===== src/rtl/life_pkg.sv =====
// Shared definitions for the life-array monitor: status codes, FSM states,
// and the population width helper.
`timescale 1ns/1ps
package life_pkg;

   localparam logic [2:0] ST_RUNNING = 3'd0;
   localparam logic [2:0] ST_DEAD    = 3'd1;
   localparam logic [2:0] ST_STILL   = 3'd2;
   localparam logic [2:0] ST_OSC2    = 3'd3;
   localparam logic [2:0] ST_LIMIT   = 3'd4;

   typedef enum logic [1:0] {
      PRIME0 = 2'd0,
      PRIME1 = 2'd1,
      RUN    = 2'd2,
      TERM   = 2'd3
   } state_t;

   // Bits needed to hold a live-cell count of 0 .. n*n inclusive.
   function automatic int pop_w(input int n);
      return $clog2(n * n + 1);
   endfunction

endpackage


===== src/rtl/life_popcount.sv =====
// Combinational population count of a W-bit vector, built as a balanced
// binary adder tree over the vector padded to a power-of-two width.
`timescale 1ns/1ps
module life_popcount #(
   parameter int W  = 16,
   parameter int PW = 5
) (
   input  logic [W-1:0]  vec,
   output logic [PW-1:0] count
);

   localparam int P = (W <= 1) ? 1 : (1 << $clog2(W));

   // Heap-ordered tree: leaves at P-1 .. 2P-2, node k sums children 2k+1 and 2k+2.
   always_comb begin
      logic [PW-1:0] node [0:2*P-2];
      for (int k = 0; k < 2 * P - 1; k++) node[k] = '0;
      for (int k = 0; k < P; k++) begin
         if (k < W) node[P-1+k] = PW'(vec[k]);
      end
      for (int k = P - 2; k >= 0; k--) node[k] = node[2*k+1] + node[2*k+2];
      count = node[0];
   end

endmodule


===== src/rtl/life_monitor.sv =====
// Observer of the toroidal life array: counts generations and population and
// classifies the run as extinct, still life, period-2 oscillator or limit hit,
// after which every output is frozen until clear or reset.
`timescale 1ns/1ps
module life_monitor
   import life_pkg::*;
#(
   parameter int  N       = 4,
   parameter int  GEN_W   = 16,
   parameter int  MAX_GEN = 1000,
   localparam int PW      = pop_w(N)
) (
   input  logic             clk,
   input  logic             nrst,
   input  logic [N*N-1:0]   cells,
   input  logic             clear,
   output logic [PW-1:0]    population,
   output logic [GEN_W-1:0] generation,
   output logic [2:0]       status,
   output logic             done
);

   state_t           state, state_nxt;
   logic [N*N-1:0]   snap1, snap2, snap1_nxt, snap2_nxt;
   logic [PW-1:0]    pop_now, pop_nxt;
   logic [GEN_W-1:0] gen_nxt;
   logic [2:0]       status_nxt;

   life_popcount #(.W(N*N), .PW(PW)) u_pop (
      .vec   (cells),
      .count (pop_now)
   );

   // Next-state: clear wins over everything; TERM holds; otherwise take a sample and classify.
   always_comb begin
      state_nxt  = state;
      snap1_nxt  = snap1;
      snap2_nxt  = snap2;
      pop_nxt    = population;
      gen_nxt    = generation;
      status_nxt = status;
      if (clear) begin
         state_nxt  = PRIME0;
         snap1_nxt  = '0;
         snap2_nxt  = '0;
         pop_nxt    = '0;
         gen_nxt    = '0;
         status_nxt = ST_RUNNING;
      end else if (state != TERM) begin
         snap2_nxt = snap1;
         snap1_nxt = cells;
         pop_nxt   = pop_now;
         case (state)
            PRIME0: begin
               gen_nxt = '0;
               if (cells == '0) begin
                  state_nxt  = TERM;
                  status_nxt = ST_DEAD;
               end else begin
                  state_nxt = PRIME1;
               end
            end
            PRIME1: begin
               gen_nxt = GEN_W'(1);
               if (cells == '0) begin
                  state_nxt  = TERM;
                  status_nxt = ST_DEAD;
               end else if (cells == snap1) begin
                  state_nxt  = TERM;
                  status_nxt = ST_STILL;
               end else begin
                  state_nxt = RUN;
               end
            end
            default: begin
               // RUN: snap2 holds a real sample here, so period-2 is checkable.
               gen_nxt = generation + GEN_W'(1);
               if (cells == '0) begin
                  state_nxt  = TERM;
                  status_nxt = ST_DEAD;
               end else if (cells == snap1) begin
                  state_nxt  = TERM;
                  status_nxt = ST_STILL;
               end else if (cells == snap2) begin
                  state_nxt  = TERM;
                  status_nxt = ST_OSC2;
               end else if (gen_nxt == GEN_W'(MAX_GEN)) begin
                  state_nxt  = TERM;
                  status_nxt = ST_LIMIT;
               end
            end
         endcase
      end
   end

   // State and output registers with asynchronous return to the idle values.
   always_ff @(posedge clk or negedge nrst) begin
      if (!nrst) begin
         state      <= PRIME0;
         snap1      <= '0;
         snap2      <= '0;
         population <= '0;
         generation <= '0;
         status     <= ST_RUNNING;
      end else begin
         state      <= state_nxt;
         snap1      <= snap1_nxt;
         snap2      <= snap2_nxt;
         population <= pop_nxt;
         generation <= gen_nxt;
         status     <= status_nxt;
      end
   end

   assign done = (status != ST_RUNNING);

endmodule


===== config.mk =====
export PLATFORM = sky130hd
export DESIGN_NAME = life_monitor
export DESIGN_NICKNAME = d
export VERILOG_FILES = /design/src/rtl/life_pkg.sv /design/src/rtl/life_popcount.sv /design/src/rtl/life_monitor.sv
export SDC_FILE = /design/constraint.sdc
export NUM_CORES = 1
export LEC_CHECK = 0
export BUFFER_PORTS_ARGS = -buffer_cell sky130_fd_sc_hd__buf_2
export CORE_UTILIZATION = 40
export CTS_BUF_LIST = sky130_fd_sc_hd__clkbuf_16
export DETAILED_ROUTE_END_ITERATION = 10
export HOLD_SLACK_MARGIN = 0.1
export PLACE_DENSITY = 0.65
export SYNTH_ARGS = -nofsm -noshare
export SYNTH_HDL_FRONTEND = slang
export SYNTH_SLANG_ARGS = --single-unit

===== constraint.sdc =====
create_clock -name clk -period 2.3 [get_ports clk]
set_clock_uncertainty 0.1 [all_clocks]
set_input_delay 0 -clock clk [delete_from_list [all_inputs] [get_ports clk]]
set_output_delay 0 -clock clk [all_outputs]
set_load 0.01 [all_outputs]

==> results of run 1 <==
-- cells in the final DEF (no fill, tap or decap), types with 3 or more instances in the layout --
cell type / Yosys / routed
a21oi_1: 4 / 4
and4_4: 2 / 3
buf_12: 0 / 5
buf_2: 1 / 32
buf_4: 0 / 57
buf_6: 3 / 6
clkbuf_16: 0 / 9
clkinv_2: 0 / 3
dfrtp_1: 58 / 54
dfrtp_2: 0 / 4
dlygate4sd3_1: 0 / 17
fa_1: 11 / 7
fa_2: 0 / 4
ha_1: 23 / 8
ha_4: 0 / 14
inv_1: 39 / 17
inv_2: 0 / 19
nand2_1: 53 / 53
nand2b_1: 15 / 15
nand3_1: 4 / 4
nand4_1: 11 / 11
nor2_1: 21 / 18
nor3_1: 5 / 3
nor4_1: 9 / 4
nor4_2: 0 / 4
o21ai_0: 23 / 19
o21ai_1: 0 / 4
o31ai_1: 18 / 18
or3_1: 4 / 3
xnor2_1: 9 / 9
xor2_1: 41 / 41
-- what timing repair did --
action / in CTS / in global routing
setup buffers: 9 / 0
hold buffers: 17 / 0
setup endpoints to repair: 7 / 8
pin swaps: 21 / 20
endpoints found under the hold margin: 80 / 0
gates resized for setup: 58 / 25
-- final timing paths --
check,from,end,depth (start not counted)
min,cells[7],snap1[7],5
max,cells[2],population[2],15
max reg2reg,generation[0],status[2],9
max in group asynchronous,nrst,generation[3],3
min in group asynchronous,nrst,status[2],2
min reg2reg,population[1],population[1],2
-- cell usage after synthesis (all sizes together) --
library cell,count
a21o,2
mux2i,2
xor2,41
a211o,1
inv,39
or4,1
buf,5
fa,11
and4b,1
and3,1
o21bai,1
clkbuf,14
nand3,5
nor3,5
xnor2,9
nand3b,1
o31ai,18
a21oi,4
nor3b,1
dfrtp,58
a211oi,2
nor2b,3
nand2b,15
ha,23
nor2,21
nor4,10
or3,6
nand4,11
o21ai,23
a311o,1
o22ai,1
a31oi,3
nand2,53
o211a,1
and2,1
or2,1
and4,5
-- cells by family after synthesis --
kind of cell / after synthesis
buffers and inverters: 58
AND/OR/NAND/NOR: 141
AO/OA/AOI/OAI: 57
multiplexers: 2
XOR/XNOR: 50
adder cells (fa/ha/maj): 34
flip-flops: 58
-- metal layers --
| metal | vias up | track usage | wire length, µm |
|---|---|---|---|
| met5 | - | 0 | 0 |
| met4 | 0 | 0.0907 | 187 |
| met3 | 16 | 0.0255 | 230 |
| met2 | 55 | 0.386 | 5150 |
| met1 | 1609 | 0.256 | 4140 |
| li1 | 1565 | - | - |
-- power by group --
part | internal (mW) | leakage, nW | switching (mW)
sequential | 1.10 | 0.771 | 0.0636
clock | 0.824 | 0.140 | 0.477
combinational | 0.463 | 1.61 | 0.499
total | 2.38 | 2.52 | 1.04
-- critical path: cells and delay by family --
kind	cells	cell delay, ns
AOI/OAI and AO/OA	1	0.14
adders and majority gates	7	2.87
buffers and inverters	6	0.30
and+or+nand+nor	1	0.06
-- state kept, by name (all words and copies together), names as in the netlist --
signal      flops
snap1          16
state           2
snap2          16
status          3
population      5
generation     16
-- final cells by class --
class,count,area share
multi-input cells,284,0.441
repair buffers,119,0.178
clock inverters,7,0.0112
well taps,111,0.0258
clock buffers,9,0.0419
inverters,39,0.0310
flip-flops and latches,58,0.271
==> results.md, run 1 <==
* DRT antenna net count at 0
* Core area at 0.00915 mm²
* Arrival time at the worst endpoint at 3.38 ns
* Buffers on Ports at 43
* Filler Cells Inserted at 757
* Crit path largest cell delay at 0.56 ns
* RePlAce Congestion at 0.772
* Ant diodes at 0
* First drt pass iteration count at 4
* Adder-Cell Fraction of Synth Area at 0.135
* Final Setup Violations at 5
* Setup tns final at -3.05 ns
* Synth top area share at 0.386
* Total GRT Usage at 0.214
* Clock transition at path regs at 0.05 ns
* Post-Route WL at 9710 µm
* Violated checks: negative setup slack
* Number of H-tree levels at 3
* Die Height at 99.0 µm
* Status: complete, but fails checks
* DP Area at 0.00452 mm²
* Die area at 0.00979 mm²
* Critical path's slowest cell: fa_2
* Simple-Gate Fraction of Synth Area at 0.196
* Largest family of logic cells by synthesized area: simple AND/OR/NAND/NOR gates
* WS Path Type: in -> reg
* Avg Cell Area, Syn at 9.40 µm²
* Worst Path Required at 2.45 ns
* Vias/cell at 5.18
* CTS Buf Count at 9
* Area Overhead vs Synth at 42.9%
* Mapped Nets at 453
* CTS sink cnt at 58
* Max Slew Vio Count at 0
* Flop-to-flop setup slack at 0.02 ns
* Net count, final at 564
* Initial antenna violation count at 0
* Die Wd at 99.0 µm
* Yosys cell types at 45
* Crit-path max FO at 3
* Global-route wire length before repair at 16400 µm
* Area taken by multi-input logic gates at 0.00237 mm²
* Setup WS post-layout at -0.930 ns
* Syn Inst Count at 400
* Worst Tran Pin Value at 0.620 ns
* DRC Markers at 0
* Non-filler instance count after layout at 627
* YS warnings at 0
* Pwr Density at 637 mW/mm²
* Post-synthesis sequential area ratio at 0.386
* Tmin final at 3.23 ns
* Rel. slew slack at 0.587
* Count of max-cap constraint violations at 0
* Ratio of cells with drive above 1 in the final layout at 0.364
* Register area at 0.00146 mm²
* Site row count at 35
* Grt ovf at 0
* DP Wirelength at 6260 µm
* CTS tree: done
* Number of global-route vias before repair at 3417
* Cell taking the most area after synthesis: dfrtp_1
* Wire per inst at 15.5 µm
* Mapped cell area at 0.00376 mm²
* Cell area after layout at 0.00537 mm²
* Endpoint class of the critical path: register
* Total Power Consumption at 3.42 mW
* Compound-Gate Fraction of Synth Area at 0.0965
* Util after Layout at 0.587
* Min-delay worst type: in -> reg
* DP Cell Count at 585
* Final period utilization at 1.40
* Detailed router's first-iteration violation count at 122
* CTS Root Cell: clkbuf_16
* Place WS at -1.42 ns
* Crit path cell chain: buf_12, inv_12, ha_4, inv_2, fa_2, inv_2, fa_2, fa_1, inv_1, fa_1, inv_2, ha_4, fa_2, nand2b_1, o21ai_1
* Static Leak at 2.52 nW
* Synth Area in XOR/XNOR at 0.116
* Peak VDD IR at 0.000494 V
* #FFs+latches synth at 58
* Worst hold margin at 0.114 ns
* # IOs at 44
* Synth top area cells: dfrtp_1, xor2_1, ha_1
* Clock buffer depth at 2
* Starting Density at 0.411
* Clock Latency Late Sink at 0.33 ns
* RSZ-0062 raised after global routing: true
* CP Launch Type: primary input
* Via Count at 3245
* Largest net degree at the start of global routing at 75
* Max Clk Rate at 0.310 GHz
* Post-synthesis mux area share at 0.00532
* Final Hold Fails at 0
No activity file was read; power rests on OpenSTA's default activity.
==> run 2: changes to the inputs <==
CORE_MARGIN = 3   (was unset)
PLACE_DENSITY = 0.63   (was 0.65)
clock period = 4.2 ns   (was 2.3 ns; I/O delays follow)
==> run 2 against run 1 <==
Net effect:
- the run now ends clean
- global-route usage is 3.9 points lower
- final cell count decreased by 9.6%
- die area rose by 8.2%
- register-to-register slack better by 1.6 ns
==> results.md, run 2 (synthesized netlist as in run 1, its figures left out) <==
* Arrival time at the worst endpoint at 4.05 ns
* Detailed router's first-iteration violation count at 152
* Vias/cell at 5.06
* Die Height at 103 µm
* Total Power Consumption at 1.80 mW
* Critical Path Sink: population[3]
* Crit path cell chain: dlygate4sd3_1, buf_4, inv_1, ha_1, inv_1, fa_1, inv_1, fa_2, fa_1, inv_1, fa_1, inv_1, ha_2, fa_2, xnor2_1, o31ai_1
* Buffers on Ports at 43
* Postcts setup bufs at 0
* Clock buffer depth at 2
* Pwr Density at 396 mW/mm²
* Worst Path Required at 4.32 ns
* Initial antenna violation count at 0
* CP Launch Type: primary input
* Final Hold Fails at 0
* RSZ-0062 raised after global routing: false
* Core area at 0.00893 mm²
* Tmin final at 3.92 ns
* Cell area after layout at 0.00453 mm²
* CTS tree: done
* Number of H-tree levels at 3
* Starting Density at 0.421
* Endpoint class of the critical path: register
* Leading registers by flop count: generation (16), snap1 (16), snap2 (16)
* CTS Root Cell: clkbuf_16
* Place WS at 0.345 ns
* Status: finished, final reports clean
* Clock transition at path regs at 0.05 ns
* Ant diodes at 0
* Setup WS post-layout at 0.277 ns
* Crit-path max FO at 4
* Crit path largest cell delay at 0.54 ns
* Clock Latency Late Sink at 0.32 ns
* CTS Buf Count at 9
* Max Clk Rate at 0.255 GHz
* Setup crit start: cells[14]
* M1 GR Usage at 0.259
* Wire per inst at 14.7 µm
* Peak VDD IR at 0.000232 V
* Net count, final at 508
* Filler Cells Inserted at 827
* Count of max-cap constraint violations at 0
* Most common cell on crit path: inv_1
* DRT antenna net count at 0
* Commonest non-fill, non-tap cell in the layout: dfrtp_1
* Worst r2r dst: status[0]
* Area Overhead vs Synth at 20.6%
* RePlAce Congestion at 0.913
* Setup tns final at 0 ns
* Rel. slew slack at 0.495
* DP Wirelength at 5950 µm
* Max Slew Vio Count at 0
* WS Path Type: in -> reg
* Post-Route WL at 8320 µm
* Site row count at 34
* Number of global-route vias before repair at 2845
* Worst hold margin at 0.118 ns
* DRC Markers at 0
* Final period utilization at 0.934
* Largest net degree at the start of global routing at 59
* Ratio of cells with drive above 1 in the final layout at 0.155
* Final Setup Violations at 0
* Worst Tran Pin Value at 0.757 ns
* Total GRT Usage at 0.175
* Flop-to-flop setup slack at 1.57 ns
* DP Area at 0.00404 mm²
* M2 GR Usage at 0.259
* GR Util met3 at 0.0244
* Die Wd at 103 µm
* Global-route wire length before repair at 14500 µm
* Critical path's slowest cell: fa_1
* Worst r2r src: generation[1]
* # IOs at 44
* Reg2reg path depth at 8
* Most frequent cells in the layout: dfrtp_1, nand2_1, inv_1, xor2_1, buf_2
* Grt ovf at 0
* Via Count at 2870
* GRT busiest layer: met1
* Min-delay worst type: in -> reg
* Die area at 0.0106 mm²
* CTS sink cnt at 58
* First drt pass iteration count at 4
* Static Leak at 2.21 nW
run 2: cell type report:
cell class                      instances  area (µm²)  area share
Timing Repair Buffer                   63         418      0.0922
Inverter                               39         146      0.0323
Multi-Input combinational cell        284        2080       0.459
Clock inverter                          6        75.1      0.0166
Tap cell                              108         135      0.0298
Clock buffer                            9         225      0.0497
Sequential cell                        58        1450       0.320
run 2: where the power goes:
group          switching, mW  internal [mW]  total, mW
registers             0.0353          0.601      0.636
logic                  0.224          0.182      0.405
clock network          0.247          0.507      0.754
run 2: timing repair:
action	4_1_cts	5_1_grt
hold endpoints to repair	74	0
hold buffers	17	0
endpoints found under the setup margin	0	2
resized for setup	0	8
run 2: worst min path at each step:
stage / startpoint / endpoint / slack, ns / depth (start not counted)
5_1_grt: clear / state[1] / 0.17 / 2
3_3_place_gp: nrst / snap2[15] / 0.11 / 2
6_report: clear / generation[0] / 0.12 / 2
3_5_place_dp: nrst / snap2[15] / 0.11 / 2
2_1_floorplan: nrst / generation[0] / -0.40 / 0
4_1_cts: clear / generation[0] / 0.12 / 2
run 2: per-layer routing:
metal | vias up | share of wire
met1 | 1344 | 0.50
met3 | 13 | 0.043
met2 | 61 | 0.44
met5 | - | 0
li1 | 1452 | -
met4 | 0 | 0.017
run 2: worst max-delay path, delay by kind of cell:
family / cells / cell delay [ns]
xor+xnor: 1 / 0.13
fa+ha+maj: 7 / 2.75
compound gates: 1 / 0.22
buf+inv: 7 / 0.94
run 2: through the flow:
stage | util | std cells
detailed placement | 0.453 | 535
finish | 0.508 | 567
global route | 0.508 | 567
floorplan | - | 400
global placement | 0.453 | 535
CTS | 0.505 | 567
==> run 3: changes to the inputs <==
clock period = 4.5 ns   (was 4.2 ns; I/O delays follow)
==> run 3 against run 2 <==
Net effect:
- wire length decreased by 0.11%
- setup slack improved by 0.15 ns
- critical path depth unchanged
- total power decreased by 14%
- via count decreased by 0.42%
- global-route usage decreased by 0.12 points
- design area decreased by 1.5%
- utilization decreased by 0.74 points
- critical path type unchanged
- critical endpoint unchanged
- largest cell class unchanged
- highest routed layer unchanged
==> results.md, run 3 (synthesized netlist as in run 1, its figures left out) <==
* Die Wd at 103 µm
* Rel. slew slack at 0.499
* Static Leak at 2.19 nW
* Ant diodes at 0
* Crit-path max FO at 4
* Post-cts resize count at 0
* Global-route wire length before repair at 14200 µm
* Clock buffer depth at 2
* Total Power Consumption at 1.55 mW
* Max Clk Rate at 0.245 GHz
* Ratio of cells with drive above 1 in the final layout at 0.146
* Die area at 0.0106 mm²
* Number of global-route vias before repair at 2859
* Logic pwr share at 0.239
* DRC Markers at 0
* Starting Density at 0.421
* Total GRT Usage at 0.174
* CTS sink cnt at 58
* Die Height at 103 µm
* Final Hold Fails at 0
* Min-delay worst type: in -> reg
* Filler Cells Inserted at 850
* Count of max-cap constraint violations at 0
* Sequential power share at 0.384
* Site row count at 34
* Initial antenna violation count at 0
* Detailed router's first-iteration violation count at 119
* Register area at 0.00145 mm²
* Net Sw Power at 0.463 mW
* Most frequent cells in the layout: dfrtp_1, nand2_1, buf_2
* Setup tns final at 0 ns
* RePlAce Congestion at 0.915
* Cell area after layout at 0.00447 mm²
* DRT antenna net count at 0
* Worst Path Required at 4.62 ns
* Net Sw Frac at 0.299
* Clk pwr share at 0.378
* Final Setup Violations at 0
* Util after Layout at 0.500
* CTS Buf Count at 9
* Commonest non-fill, non-tap cell in the layout: dfrtp_1
* Leading registers by flop count: generation (16), snap1 (16), snap2 (16)
* WS Path Type: in -> reg
* Critical path's slowest cell: dlygate4sd3_1
* P_int at 1.08 mW
* Clock Latency Late Sink at 0.32 ns
* Net count, final at 508
* Pwr Density at 346 mW/mm²
* Max Slew Vio Count at 0
* Number of H-tree levels at 3
* Non-filler instance count after layout at 568
* Endpoint class of the critical path: register
* # IOs at 44
* CTS tree: done
* Via Count at 2858
* Tmin final at 4.07 ns
* Crit path cell chain: dlygate4sd3_1, buf_2, inv_1, ha_1, inv_1, fa_1, inv_1, fa_1, fa_1, inv_1, fa_1, inv_1, ha_1, fa_1, xnor2_1, o31ai_1
* CTS Root Cell: clkbuf_16
* Area Overhead vs Synth at 18.8%
* Post-Route WL at 8310 µm
* Area taken by multi-input logic gates at 0.00207 mm²
* Arrival time at the worst endpoint at 4.20 ns
* Peak VDD IR at 0.000249 V
* Crit path largest cell delay at 0.54 ns
* CP Launch Type: primary input
* Vias/cell at 5.03
* Clock transition at path regs at 0.05 ns
* Final period utilization at 0.905
* Status: finished, final reports clean
* Grt ovf at 0
* DP Area at 0.00404 mm²
* Largest net degree at the start of global routing at 59
* RSZ-0062 raised after global routing: false
* DP Cell Count at 535
* Worst Tran Pin Value at 0.751 ns
* Buffers on Ports at 43
* DP Wirelength at 5960 µm
* Core area at 0.00893 mm²
* Wire per inst at 14.6 µm
* First drt pass iteration count at 4
## run 3: cell types whose count changed in the layout (fill, tap and decap cells not counted)
cell,before,now
buf_2,39,43
buf_4,7,3
fa_1,8,11
fa_2,3,0
bufinv_16,2,0
clkinv_2,0,2
clkinv_1,2,3
ha_1,22,23
ha_2,1,0
## run 3: final timing paths
kind                                 endpoint  slack, ns  depth (start not counted)          start
worst max-delay path            population[3]       0.43                         16      cells[15]
worst min-delay path            generation[0]       0.10                          2          clear
worst max register to register      status[2]       1.88                          8  generation[1]
worst min register to register  population[2]       0.38                          2  population[2]
max in group asynchronous           status[2]       3.53                          3           nrst
min in group asynchronous           snap2[15]       0.26                          3           nrst
## run 3: what timing repair did
item                      4_1_cts  5_1_grt
hold buffers                   17        0
setup buffers                   0        0
hold endpoints to repair       74        0
## run 3: worst max-delay path, delay by kind of cell
family / cells / cell delay [ns]
buffers and inverters: 7 / 0.98
adders and majority gates: 7 / 2.88
xor gates and xnor gates: 1 / 0.14
AOI/OAI and AO/OA: 1 / 0.20
## run 3: layout make-up
class	instances	share of cell area
Multi-Input combinational cell	284	0.464
Sequential cell	58	0.325
Timing Repair Buffer	63	0.0913
Clock buffer	9	0.0504
Inverter	39	0.0328
Tap cell	108	0.0302
Clock inverter	7	0.00644
## run 3: power groups by stage
stage / combinational [mW] / sequential [mW] / clock [mW]
final: 0.370 / 0.593 / 0.584
after global routing: 0.438 / 0.599 / 0.625
after CTS: 0.378 / 0.593 / 0.598
after detailed placement: 0.364 / 0.601 / 0
after global placement: 0.358 / 0.601 / 0
after floorplan: 0.247 / 0.601 / 0
## run 3: per-layer routing
metal,vias up,global-route usage,wire length (µm)
met5,-,0,0
met4,0,0.0588,125
met3,12,0.0304,370
met2,57,0.262,3810
met1,1336,0.252,4000
li1,1453,-,-
## run 3: stage by stage
| stage | setup WS [ns] | hold slack, ns |
|---|---|---|
| after floorplan | 0.979 | -0.396 |
| after global placement | 0.717 | 0.103 |
| after detailed placement | 0.656 | 0.114 |
| after CTS | 0.419 | 0.114 |
| after global routing | 0.227 | 0.167 |
| final | 0.426 | 0.103 |
